File: src/rtl/axi_lite_mmio_regfile_if.sv
// AXI-lite bus between the PS master and the MMIO register file.
interface axi_lite_mmio_regfile_if #(
  parameter int ADDR_WIDTH = 26
);
  logic [ADDR_WIDTH-1:0] s_araddr;
  logic                  s_arvalid;
  logic                  s_arready;
  logic [31:0]           s_rdata;
  logic [1:0]            s_rresp;
  logic                  s_rvalid;
  logic                  s_rready;
  logic [ADDR_WIDTH-1:0] s_awaddr;
  logic                  s_awvalid;
  logic                  s_awready;
  logic [31:0]           s_wdata;
  logic [3:0]            s_wstrb;
  logic                  s_wvalid;
  logic                  s_wready;
  logic [1:0]            s_bresp;
  logic                  s_bvalid;
  logic                  s_bready;

  modport master (
    output s_araddr, s_arvalid, s_rready, s_awaddr, s_awvalid,
           s_wdata, s_wstrb, s_wvalid, s_bready,
    input  s_arready, s_rdata, s_rresp, s_rvalid, s_awready,
           s_wready, s_bresp, s_bvalid
  );

  modport slave (
    input  s_araddr, s_arvalid, s_rready, s_awaddr, s_awvalid,
           s_wdata, s_wstrb, s_wvalid, s_bready,
    output s_arready, s_rdata, s_rresp, s_rvalid, s_awready,
           s_wready, s_bresp, s_bvalid
  );
endinterface

File: src/rtl/axi_lite_mmio_regfile.sv
// AXI-lite register file for the PS MMIO window: CTRL/STATUS/CYCLE plus
// scratch registers, with independent AW/W capture and SLVERR decode.
module axi_lite_mmio_regfile #(
    parameter int ADDR_WIDTH = 26,
    parameter int NUM_REGS   = 8,
    parameter int CNT_WIDTH  = 32
) (
    input  logic                          clk,
    input  logic                          rst,
    axi_lite_mmio_regfile_if.slave        s,
    input  logic [31:0]                   core_status,
    output logic                          core_rst,
    output logic [32*(NUM_REGS-3)-1:0]    user_regs
);
    localparam int IDX_W = ADDR_WIDTH - 2;
    localparam logic [1:0] RESP_OKAY = 2'b00;
    localparam logic [1:0] RESP_SLVERR = 2'b10;
    // When the register count fills the whole index space every index decodes.
    localparam bit IDX_FULL = (64'(NUM_REGS) >= (64'd1 << IDX_W));

    typedef logic [IDX_W-1:0] idx_t;
    typedef struct packed {
        logic [31:0] data;
        logic [3:0]  strb;
    } wbeat_t;

    function automatic logic in_range(input idx_t i);
        return IDX_FULL ? 1'b1 : (i < idx_t'(NUM_REGS));
    endfunction

    logic                          aw_held, w_held;
    idx_t                          aw_idx;
    wbeat_t                        w_beat;
    logic                          bvalid, rvalid;
    logic [1:0]                    bresp, rresp;
    logic [31:0]                   rdata, rd_val;
    logic                          rd_ok;
    logic [CNT_WIDTH-1:0]          cnt;
    logic [NUM_REGS-4:0][31:0]     scr;
    logic                          ctrl_rst;
    idx_t                          r_idx;
    logic                          aw_hs, w_hs, ar_hs, commit, w_ok, cnt_clr;
    logic                          unused_addr_lsbs;

    assign unused_addr_lsbs = ^{s.s_araddr[1:0], s.s_awaddr[1:0]};

    assign s.s_awready = !aw_held && !bvalid;
    assign s.s_wready  = !w_held && !bvalid;
    assign s.s_arready = !rvalid;
    assign s.s_bvalid  = bvalid;
    assign s.s_bresp   = bresp;
    assign s.s_rvalid  = rvalid;
    assign s.s_rdata   = rdata;
    assign s.s_rresp   = rresp;
    assign core_rst    = ctrl_rst;
    assign user_regs   = scr;

    assign aw_hs   = s.s_awvalid && s.s_awready;
    assign w_hs    = s.s_wvalid && s.s_wready;
    assign ar_hs   = s.s_arvalid && s.s_arready;
    assign commit  = aw_held && w_held;
    assign w_ok    = in_range(aw_idx);
    assign cnt_clr = commit && w_ok && (aw_idx == idx_t'(0)) &&
                     w_beat.strb[0] && w_beat.data[1];
    assign r_idx   = s.s_araddr[ADDR_WIDTH-1:2];

    always_comb begin
        rd_val = '0;
        rd_ok  = in_range(r_idx);
        if (rd_ok) begin
            if (r_idx == idx_t'(0))      rd_val = {31'b0, ctrl_rst};
            else if (r_idx == idx_t'(1)) rd_val = core_status;
            else if (r_idx == idx_t'(2)) rd_val = 32'(cnt);
            for (int i = 3; i < NUM_REGS; i++)
                if (r_idx == idx_t'(i)) rd_val = scr[i-3];
        end
    end

    // Write channel: AW and W park independently; the commit edge is the first
    // one that sees both held, so bvalid lands one edge after the later handshake.
    always_ff @(posedge clk) begin
        if (rst) begin
            aw_held  <= 1'b0;
            w_held   <= 1'b0;
            aw_idx   <= '0;
            w_beat   <= '0;
            bvalid   <= 1'b0;
            bresp    <= RESP_OKAY;
            ctrl_rst <= 1'b1;
            scr      <= '0;
        end else begin
            if (aw_hs) begin
                aw_held <= 1'b1;
                aw_idx  <= s.s_awaddr[ADDR_WIDTH-1:2];
            end
            if (w_hs) begin
                w_held <= 1'b1;
                w_beat <= '{data: s.s_wdata, strb: s.s_wstrb};
            end
            if (commit) begin
                aw_held <= 1'b0;
                w_held  <= 1'b0;
                bvalid  <= 1'b1;
                bresp   <= w_ok ? RESP_OKAY : RESP_SLVERR;
                if (w_ok) begin
                    if (aw_idx == idx_t'(0) && w_beat.strb[0])
                        ctrl_rst <= w_beat.data[0];
                    for (int i = 3; i < NUM_REGS; i++)
                        if (aw_idx == idx_t'(i))
                            for (int b = 0; b < 4; b++)
                                if (w_beat.strb[b])
                                    scr[i-3][8*b +: 8] <= w_beat.data[8*b +: 8];
                end
            end else if (bvalid && s.s_bready) begin
                bvalid <= 1'b0;
            end
        end
    end

    // Read data is captured at the AR edge, so a same-edge write is not visible.
    always_ff @(posedge clk) begin
        if (rst) begin
            rvalid <= 1'b0;
            rdata  <= '0;
            rresp  <= RESP_OKAY;
        end else if (ar_hs) begin
            rvalid <= 1'b1;
            rdata  <= rd_val;
            rresp  <= rd_ok ? RESP_OKAY : RESP_SLVERR;
        end else if (rvalid && s.s_rready) begin
            rvalid <= 1'b0;
        end
    end

    always_ff @(posedge clk) begin
        if (rst)            cnt <= '0;
        else if (cnt_clr)   cnt <= '0;
        else if (!ctrl_rst) cnt <= cnt + CNT_WIDTH'(1);
    end
endmodule

File: src/flat_wrapper.sv
// flat-port wrapper written by rule: the top's interface ports become plain ports
module axi_lite_mmio_regfile_flat 
#(
    parameter int ADDR_WIDTH = 26,
    parameter int NUM_REGS   = 8,
    parameter int CNT_WIDTH  = 32
)
  (clk, rst, core_status, core_rst, user_regs, s_s_araddr, s_s_arvalid, s_s_rready, s_s_awaddr, s_s_awvalid, s_s_wdata, s_s_wstrb, s_s_wvalid, s_s_bready, s_s_arready, s_s_rdata, s_s_rresp, s_s_rvalid, s_s_awready, s_s_wready, s_s_bresp, s_s_bvalid);
  axi_lite_mmio_regfile_if #(.ADDR_WIDTH(ADDR_WIDTH)) s_i ();
  input  logic clk;
  input  logic rst;
  input  logic [31:0] core_status;
  output logic core_rst;
  output logic [32*(NUM_REGS-3)-1:0] user_regs;
  input wire logic [$bits(s_i.s_araddr)-1:0] s_s_araddr;
  input wire logic [$bits(s_i.s_arvalid)-1:0] s_s_arvalid;
  input wire logic [$bits(s_i.s_rready)-1:0] s_s_rready;
  input wire logic [$bits(s_i.s_awaddr)-1:0] s_s_awaddr;
  input wire logic [$bits(s_i.s_awvalid)-1:0] s_s_awvalid;
  input wire logic [$bits(s_i.s_wdata)-1:0] s_s_wdata;
  input wire logic [$bits(s_i.s_wstrb)-1:0] s_s_wstrb;
  input wire logic [$bits(s_i.s_wvalid)-1:0] s_s_wvalid;
  input wire logic [$bits(s_i.s_bready)-1:0] s_s_bready;
  output wire logic [$bits(s_i.s_arready)-1:0] s_s_arready;
  output wire logic [$bits(s_i.s_rdata)-1:0] s_s_rdata;
  output wire logic [$bits(s_i.s_rresp)-1:0] s_s_rresp;
  output wire logic [$bits(s_i.s_rvalid)-1:0] s_s_rvalid;
  output wire logic [$bits(s_i.s_awready)-1:0] s_s_awready;
  output wire logic [$bits(s_i.s_wready)-1:0] s_s_wready;
  output wire logic [$bits(s_i.s_bresp)-1:0] s_s_bresp;
  output wire logic [$bits(s_i.s_bvalid)-1:0] s_s_bvalid;
  assign s_i.s_araddr = s_s_araddr;
  assign s_i.s_arvalid = s_s_arvalid;
  assign s_i.s_rready = s_s_rready;
  assign s_i.s_awaddr = s_s_awaddr;
  assign s_i.s_awvalid = s_s_awvalid;
  assign s_i.s_wdata = s_s_wdata;
  assign s_i.s_wstrb = s_s_wstrb;
  assign s_i.s_wvalid = s_s_wvalid;
  assign s_i.s_bready = s_s_bready;
  assign s_s_arready = s_i.s_arready;
  assign s_s_rdata = s_i.s_rdata;
  assign s_s_rresp = s_i.s_rresp;
  assign s_s_rvalid = s_i.s_rvalid;
  assign s_s_awready = s_i.s_awready;
  assign s_s_wready = s_i.s_wready;
  assign s_s_bresp = s_i.s_bresp;
  assign s_s_bvalid = s_i.s_bvalid;
  axi_lite_mmio_regfile #(.ADDR_WIDTH(ADDR_WIDTH), .NUM_REGS(NUM_REGS), .CNT_WIDTH(CNT_WIDTH)) u_core (.clk(clk), .rst(rst), .s(s_i), .core_status(core_status), .core_rst(core_rst), .user_regs(user_regs));
endmodule
File: config.mk
export PLATFORM = sky130hd
export DESIGN_NAME = axi_lite_mmio_regfile_flat
export DESIGN_NICKNAME = d
export VERILOG_FILES = /design/src/rtl/axi_lite_mmio_regfile_if.sv /design/src/rtl/axi_lite_mmio_regfile.sv /design/src/flat_wrapper.sv
export SDC_FILE = /design/constraint.sdc
export NUM_CORES = 1
export LEC_CHECK = 0
export ABC_AREA = 1
export CAP_MARGIN = 20
export CORE_MARGIN = 4
export CORE_UTILIZATION = 25
export DETAILED_ROUTE_END_ITERATION = 8
export PLACE_DENSITY = 0.5
export SYNTH_ARGS = -nofsm -noshare
export SYNTH_HDL_FRONTEND = slang
export SYNTH_SLANG_ARGS = --single-unit
File: constraint.sdc
create_clock -name clk -period 2.2 [get_ports clk]
set_clock_uncertainty 0.05 [all_clocks]
set_input_delay 0.22 -clock clk [delete_from_list [all_inputs] [get_ports clk]]
set_output_delay 0.22 -clock clk [all_outputs]
set_load 0.005 [all_outputs]
* Word-level counts from Yosys, hierarchy flattened *
Index checks and enable logic that the tools add are counted.

cells by class
  add/subtract/negate cells = 1
  multiply operators = 0
  divide/modulo/power cells = 0
  $lt $le $gt $ge = 2
  eq/ne operators = 12
  shift operators = 0
  muxes and demuxes = 15
  bitwise logic cells = 0
  reductions and logical operators = 44

operator list
  operator                                                     number
  two-way mux 32 bit                                           9
  == test 24 x 3 -> 1 bit, second input constant               8
  AND reduction 4 bit                                          20
  == test 24 x 2 -> 1 bit, second input constant               3
  logical NOT 24 bit                                           2
  less-than comparator 24 x 4 -> 1 bit, second input constant  2
  adder 32 x 1 -> 32 bit, second input constant                1
  == test 24 x 1 -> 1 bit, second input constant               1
  logical AND 1 bit                                            13
  logical NOT 1 bit                                            4
  two-way mux 1 bit                                            4
  two-way mux 2 bit                                            2
  nonzero test 2 bit                                           2
  OR reduction 2 bit                                           2
  AND reduction 3 bit                                          1

word-level totals
  bits in registers = 293
  bits in latches = 0
  RAM bits = 0
  ROM bits = 0
  output and inout bits = 202
  logic and storage cells = 106
  memories kept = 0

* Logic depth before layout (Yosys ltp) *
  depth after elaboration = 10
  depth in mapped cells = 12
  mapped depth without buffers = 11

* Least setup slack after synthesis *
OpenSTA, ideal clock, no wires.

  path type = register to register
  start = register u_core.cnt[0]
  end = register u_core.cnt[26]
  data arrival time = 1659 ps
  data required time = 2033 ps
  path slack = 374 ps
  cell stages (with the launch flop) = 12
  buffers on the path = 0
  cell sequence = dfxtp_1 ha_1 and3_1 nand2_1 nor2_2 nand2_1 nor2_1 nand3_1 nor2_2 nand2_1 xor2_1 nor2_1

between the ends
  longest elaborated chain between the ends = 1

RTL lines
  item                    RTL line                      source
  start, declared         axi_lite_mmio_regfile.sv:38   logic [CNT_WIDTH-1:0] cnt;
  start signal, assigned  axi_lite_mmio_regfile.sv:138  else if (!ctrl_rst) cnt <= cnt + CNT_WIDTH'(1);
  adder 32 x 1 -> 32 bit  axi_lite_mmio_regfile.sv:138

Every way passes these cells.
A chain may end at the register's enable or synchronous reset.

* Final worst setup path *
  start = register u_core.aw_idx[6]
  end = register u_core.scr (netlist bit u_core.user_regs[120])

between the ends
  longest elaborated chain between the ends = 2
  elaborated cells on any way between the ends = 3
  those cells by class = order compare (1); eq/ne (1); reduce/logical (1)

RTL lines
  item                                                                                    RTL line                                                   source
  start, declared                                                                         axi_lite_mmio_regfile.sv:32                                idx_t aw_idx;
  start signal, assigned                                                                  axi_lite_mmio_regfile.sv:94                                aw_idx <= s.s_awaddr[ADDR_WIDTH-1:2];
  less-than comparator 24 x 4 -> 1 bit / == test 24 x 3 -> 1 bit (equally long branches)  axi_lite_mmio_regfile.sv:28, axi_lite_mmio_regfile.sv:109
  AND reduction 4 bit (no source line) *                                                  --
  end signal, assigned by index                                                           axi_lite_mmio_regfile.sv:112                               scr[i-3][8*b +: 8] <= w_beat.data[8*b +: 8];
  end, declared                                                                           axi_lite_mmio_regfile.sv:39                                logic [NUM_REGS-4:0][31:0] scr;

Mark *: on every way between the ends. The rest lies on a longest branch, timed or not.

==> parameters.txt <==
Parameter                              Value

Power
  Switching power of the nets ... 2.80 mW
  Fraction of power spent switching nets ... 0.241
  Total power divided by cell area ... ~640 nW/um^2
  Cell internal power dissipation ... 8.81 mW
  Portion of total power attributed to combinational logic ... 0.074
  Max rail drop VDD ... 0.000459 V
  Part of the power in registers ... 0.469
  Leakage Power ... just under 7 nW
  Portion of total power attributed to the clock network ... 0.457
  Pwr Total ... roughly 12 mW

Floorplan
  Initial core utilization ... 0.255
  Die Span X ... between 200 and 250 um
  Die area ... between 50000 and 60000 sq um
  Placeable core area ... between 40000 and 50000 sq um
  Top-Level Pins ... about 330
  Die boundary height ... around 230 um
  Row cnt ... 80

STA
  Hold Violations, Final ... 0
  Worst-margin pin slew ... about 0.7 ns
  Slew headroom ... 0.532
  Max-slew violation count ... 0
  Final setup violation count ... 0
  Worst Hold Margin ... approximately 0.048 ns
  Final critical-path share of the clock period ... 0.934
  Post-layout minimum cycle time ... roughly 2.1 ns
  RSZ-0062 raised after global routing ... yes
  Peak Freq ... slightly below 500 MHz

Yosys
  Post-synthesis cell area ... about 12000 sq um
  Yosys reg bits ... about 290
  Count of different cell masters after synthesis ... 42
  Number of instances in the synthesized netlist ... between 1.5k and 2k
  Register area share after synthesis ... 0.475
  Avg Inst Size Synth ... ~7.3 sq um
  Total of warnings raised by yosys ... 0

Global routing
  Largest net degree at the start of global routing ... 102
  Global-route wire length before repair ... 76400 um
  GR Overflow Total ... 0
  Number of antenna violations at the first check in global routing ... 0
  Number of global-route vias before repair ... roughly 12k
  Total global routing track utilization ... 0.187

Placed design
  Placed Cells ... approximately 2.6k
  Port bufs ... roughly 320
  Total half-perimeter wirelength after legalization and detailed placement ... ~38000 um
  Weighted congestion reported at the end of routability-driven placement ... between 0.8 and 0.9

Final layout
  Sequential cell area ... approximately 6000 sq um
  Inserted Diodes ... 0
  Area added between synthesis and finish ... 47.2%
  Area occupied by multi-input gates ... around 5700 sq um
  Final standard cell count with taps included and fillers excluded ... approximately 2.7k
  Ratio of cells with drive above 1 in the final layout ... 0.0900
  Top library cells by usage in the layout, fill and taps aside ... 321 x clkdlybuf4s50_1, 291 x dfxtp_1, 282 x nand2_1
  Most common cell after layout, fill and taps aside ... clkdlybuf4s50_1
  Final design utilization ... 0.375
  Nets ... 2164
  Count of fill cells added during filler insertion ... 4993

Setup path
  Slowest-stage cell, CP ... dfxtp_1
  CP max FO ... 16
  CP Data Required Time ... 2.61 ns
  Crit Reg-Reg Startpoint ... u_core.aw_idx[6]
  Crit-path cells ... nor2_1 > nand2_2 > nor4_2 > nand2_2 > buf_4 > nor2_4 > nand4_4 > buf_12 > nor2_4 > buf_12 > o21ai_0 > a21oi_1
  Cell family contributing the most delay on the critical path ... simple AND/OR/NAND/NOR gates
  Endpoint class of the critical path ... flop
  R2r setup slk ... roughly 0.14 ns
  Kind of start point of the critical path ... flop
  Number of logic stages on the critical path including buffering ... 12
  Critical Path Max Stage Delay ... about 0.31 ns
  Worst Reg2Reg Path Length in Cells ... 12
  Arrival time reported for the critical path endpoint ... ~2.5 ns
  Buffers plus inverters on the worst setup path ... 3
  Reg-to-Reg End ... u_core.user_regs[120]
  CP Class ... flop to flop

Min path
  Worst hold path type ... primary input to flop
  Startpoint of the lowest-slack hold path ... rst
  Worst Hold End ... u_core.user_regs[28]
  Hold Path Stages ... 4

Drt
  Met1 Routed Length ... between 20000 and 25000 um
  Top layer in use ... met4
  Number of iterations in the first detailed-routing pass ... 5
  Post-detailed-route wirelength per cell ... 18.9 um
  Met3 Routed Length ... 3270 um
  Vias per Instance ... ~4.7
  Routed Wire Length ... between 50000 and 60000 um
  Vias post-DR ... between 10k and 15k
  Detailed router's first-iteration violation count ... 826
  Remaining design rule violation count ... 0
  Detailed-routed wire length on met2 ... between 20000 and 25000 um
  Antenna-violating nets left ... 0

Clocking
  Clock buffers created by TritonCTS ... 35
  Count of hold-fix buffers inserted at cts ... 0
  Clk Latency, worst-skew pair ... around 0.54 ns
  Clock sink count ... approximately 290
  Max H-tree Level ... 2
  Clock root buffer ... clkbuf_16
  Clock-pin slew of the registers on the worst-case setup and hold paths ... around 0.06 ns
  Buffer levels on the longest clock path ... 3
  CTS tree ... done

Status
  Outcome ... finished clean

Job
  Maximum capacitance violations ... 0
## layout make-up
class | instances | area share
well taps | 656 | 0.0455
clock buffers | 50 | 0.0539
clock inverters | 6 | 0.00222
multi-input cells | 1189 | 0.318
inverters | 109 | 0.0228
flip-flops and latches | 291 | 0.323
repair buffers | 410 | 0.235
## worst max path at each step
stage / start / to / slack [ns]
floorplan: u_core.cnt[0] / u_core.cnt[26] / 0.37
global placement: s_s_araddr[16] / u_core.s.s_rdata[11] / -0.11
detailed placement: s_s_araddr[25] / u_core.s.s_rdata[20] / -0.13
CTS: u_core.aw_idx[6] / u_core.user_regs[98] / 0.03
global route: u_core.cnt[1] / u_core.cnt[26] / -0.02
finish: u_core.aw_idx[6] / u_core.user_regs[120] / 0.14
## registers in the layout, summed over array words and instances (netlist names)
register           count
u_core.user_regs     160
u_core.core_rst        1
u_core.aw_idx         24
u_core.aw_held         1
u_core.w_beat         36
u_core.s.s_bvalid      1
u_core.s.s_bresp       1
u_core.s.s_rdata      32
u_core.s.s_rresp       1
u_core.s.s_rvalid      1
u_core.w_held          1
u_core.cnt            32
## kinds of logic (layout without fill, tap and decap cells)
group                    after synthesis  count (layout)  share of synthesized area
flip-flops                           291             291                      0.475
AO/OA/AOI/OAI                        502             502                      0.206
adder cells (fa/ha/maj)                1               1                    0.00102
XOR/XNOR                              18              18                     0.0129
other                                  1               2                   0.000306
AND/OR/NAND/NOR                      665             666                      0.238
buffers and inverters                196             575                     0.0667
## per-stage QoR
step	area [sq um]	worst slack, ns	TNS [ns]
after floorplan	12300	0.374	0
after global placement	16800	-0.107	-1.95
after detailed placement	16800	-0.132	-3.16
after CTS	17800	0.0334	0
after global routing	18000	-0.0210	-0.0907
final	18000	0.144	0
## tightest hold or removal path, stage by stage
cell and delay, ns:
buf_2 0.11, inv_4 0.11, o21ai_0 0.10, a21oi_1 0.04
## power groups by stage
stage / registers [mW] / clock network, mW / logic [mW]
finish: 5.45 / 5.30 / 0.861
global route: 5.46 / 5.65 / 0.946
CTS: 5.44 / 5.42 / 0.852
detailed placement: 5.56 / 0 / 0.848
global placement: 5.55 / 0 / 0.841
floorplan: 5.54 / 0 / 0.400
## routing by layer
| layer | global-route usage | up-vias |
|---|---|---|
| met5 | 0 | - |
| met4 | 0.0483 | 0 |
| met3 | 0.0445 | 58 |
| met2 | 0.307 | 383 |
| met1 | 0.248 | 5895 |
| li1 | - | 6272 |
## synth_stat cells (all sizes together)
| library cell | number | area (sq um) |
|---|---|---|
| o21bai | 1 | 7.51 |
| clkinv | 1 | 3.75 |
| nor4 | 4 | 43.8 |
| xnor2 | 5 | 43.8 |
| buf | 28 | 188 |
| nor2 | 284 | 1180 |
| nor3 | 19 | 120 |
| nand2 | 288 | 1090 |
| o211ai | 1 | 7.51 |
| a211oi | 1 | 7.51 |
| conb | 1 | 3.75 |
| clkbuf | 59 | 221 |
| and3 | 1 | 6.26 |
| ha | 1 | 12.5 |
| or2 | 2 | 12.5 |
| dfxtp | 291 | 5830 |
| o21ai | 228 | 1140 |
| nand3 | 16 | 110 |
| nand3b | 1 | 7.51 |
| a21oi | 269 | 1350 |
| o21a | 1 | 7.51 |
| o31ai | 1 | 7.51 |
| xor2 | 13 | 114 |
| nor3b | 4 | 35.0 |
| nand4 | 46 | 315 |
| inv | 108 | 405 |
## repair_timing
| action | in CTS | in global routing |
|---|---|---|
| resized for setup | 0 | 13 |
| endpoints found under the setup margin | 0 | 108 |
| buffers inserted | 0 | 9 |
No activity file was read; power rests on OpenSTA's default activity.
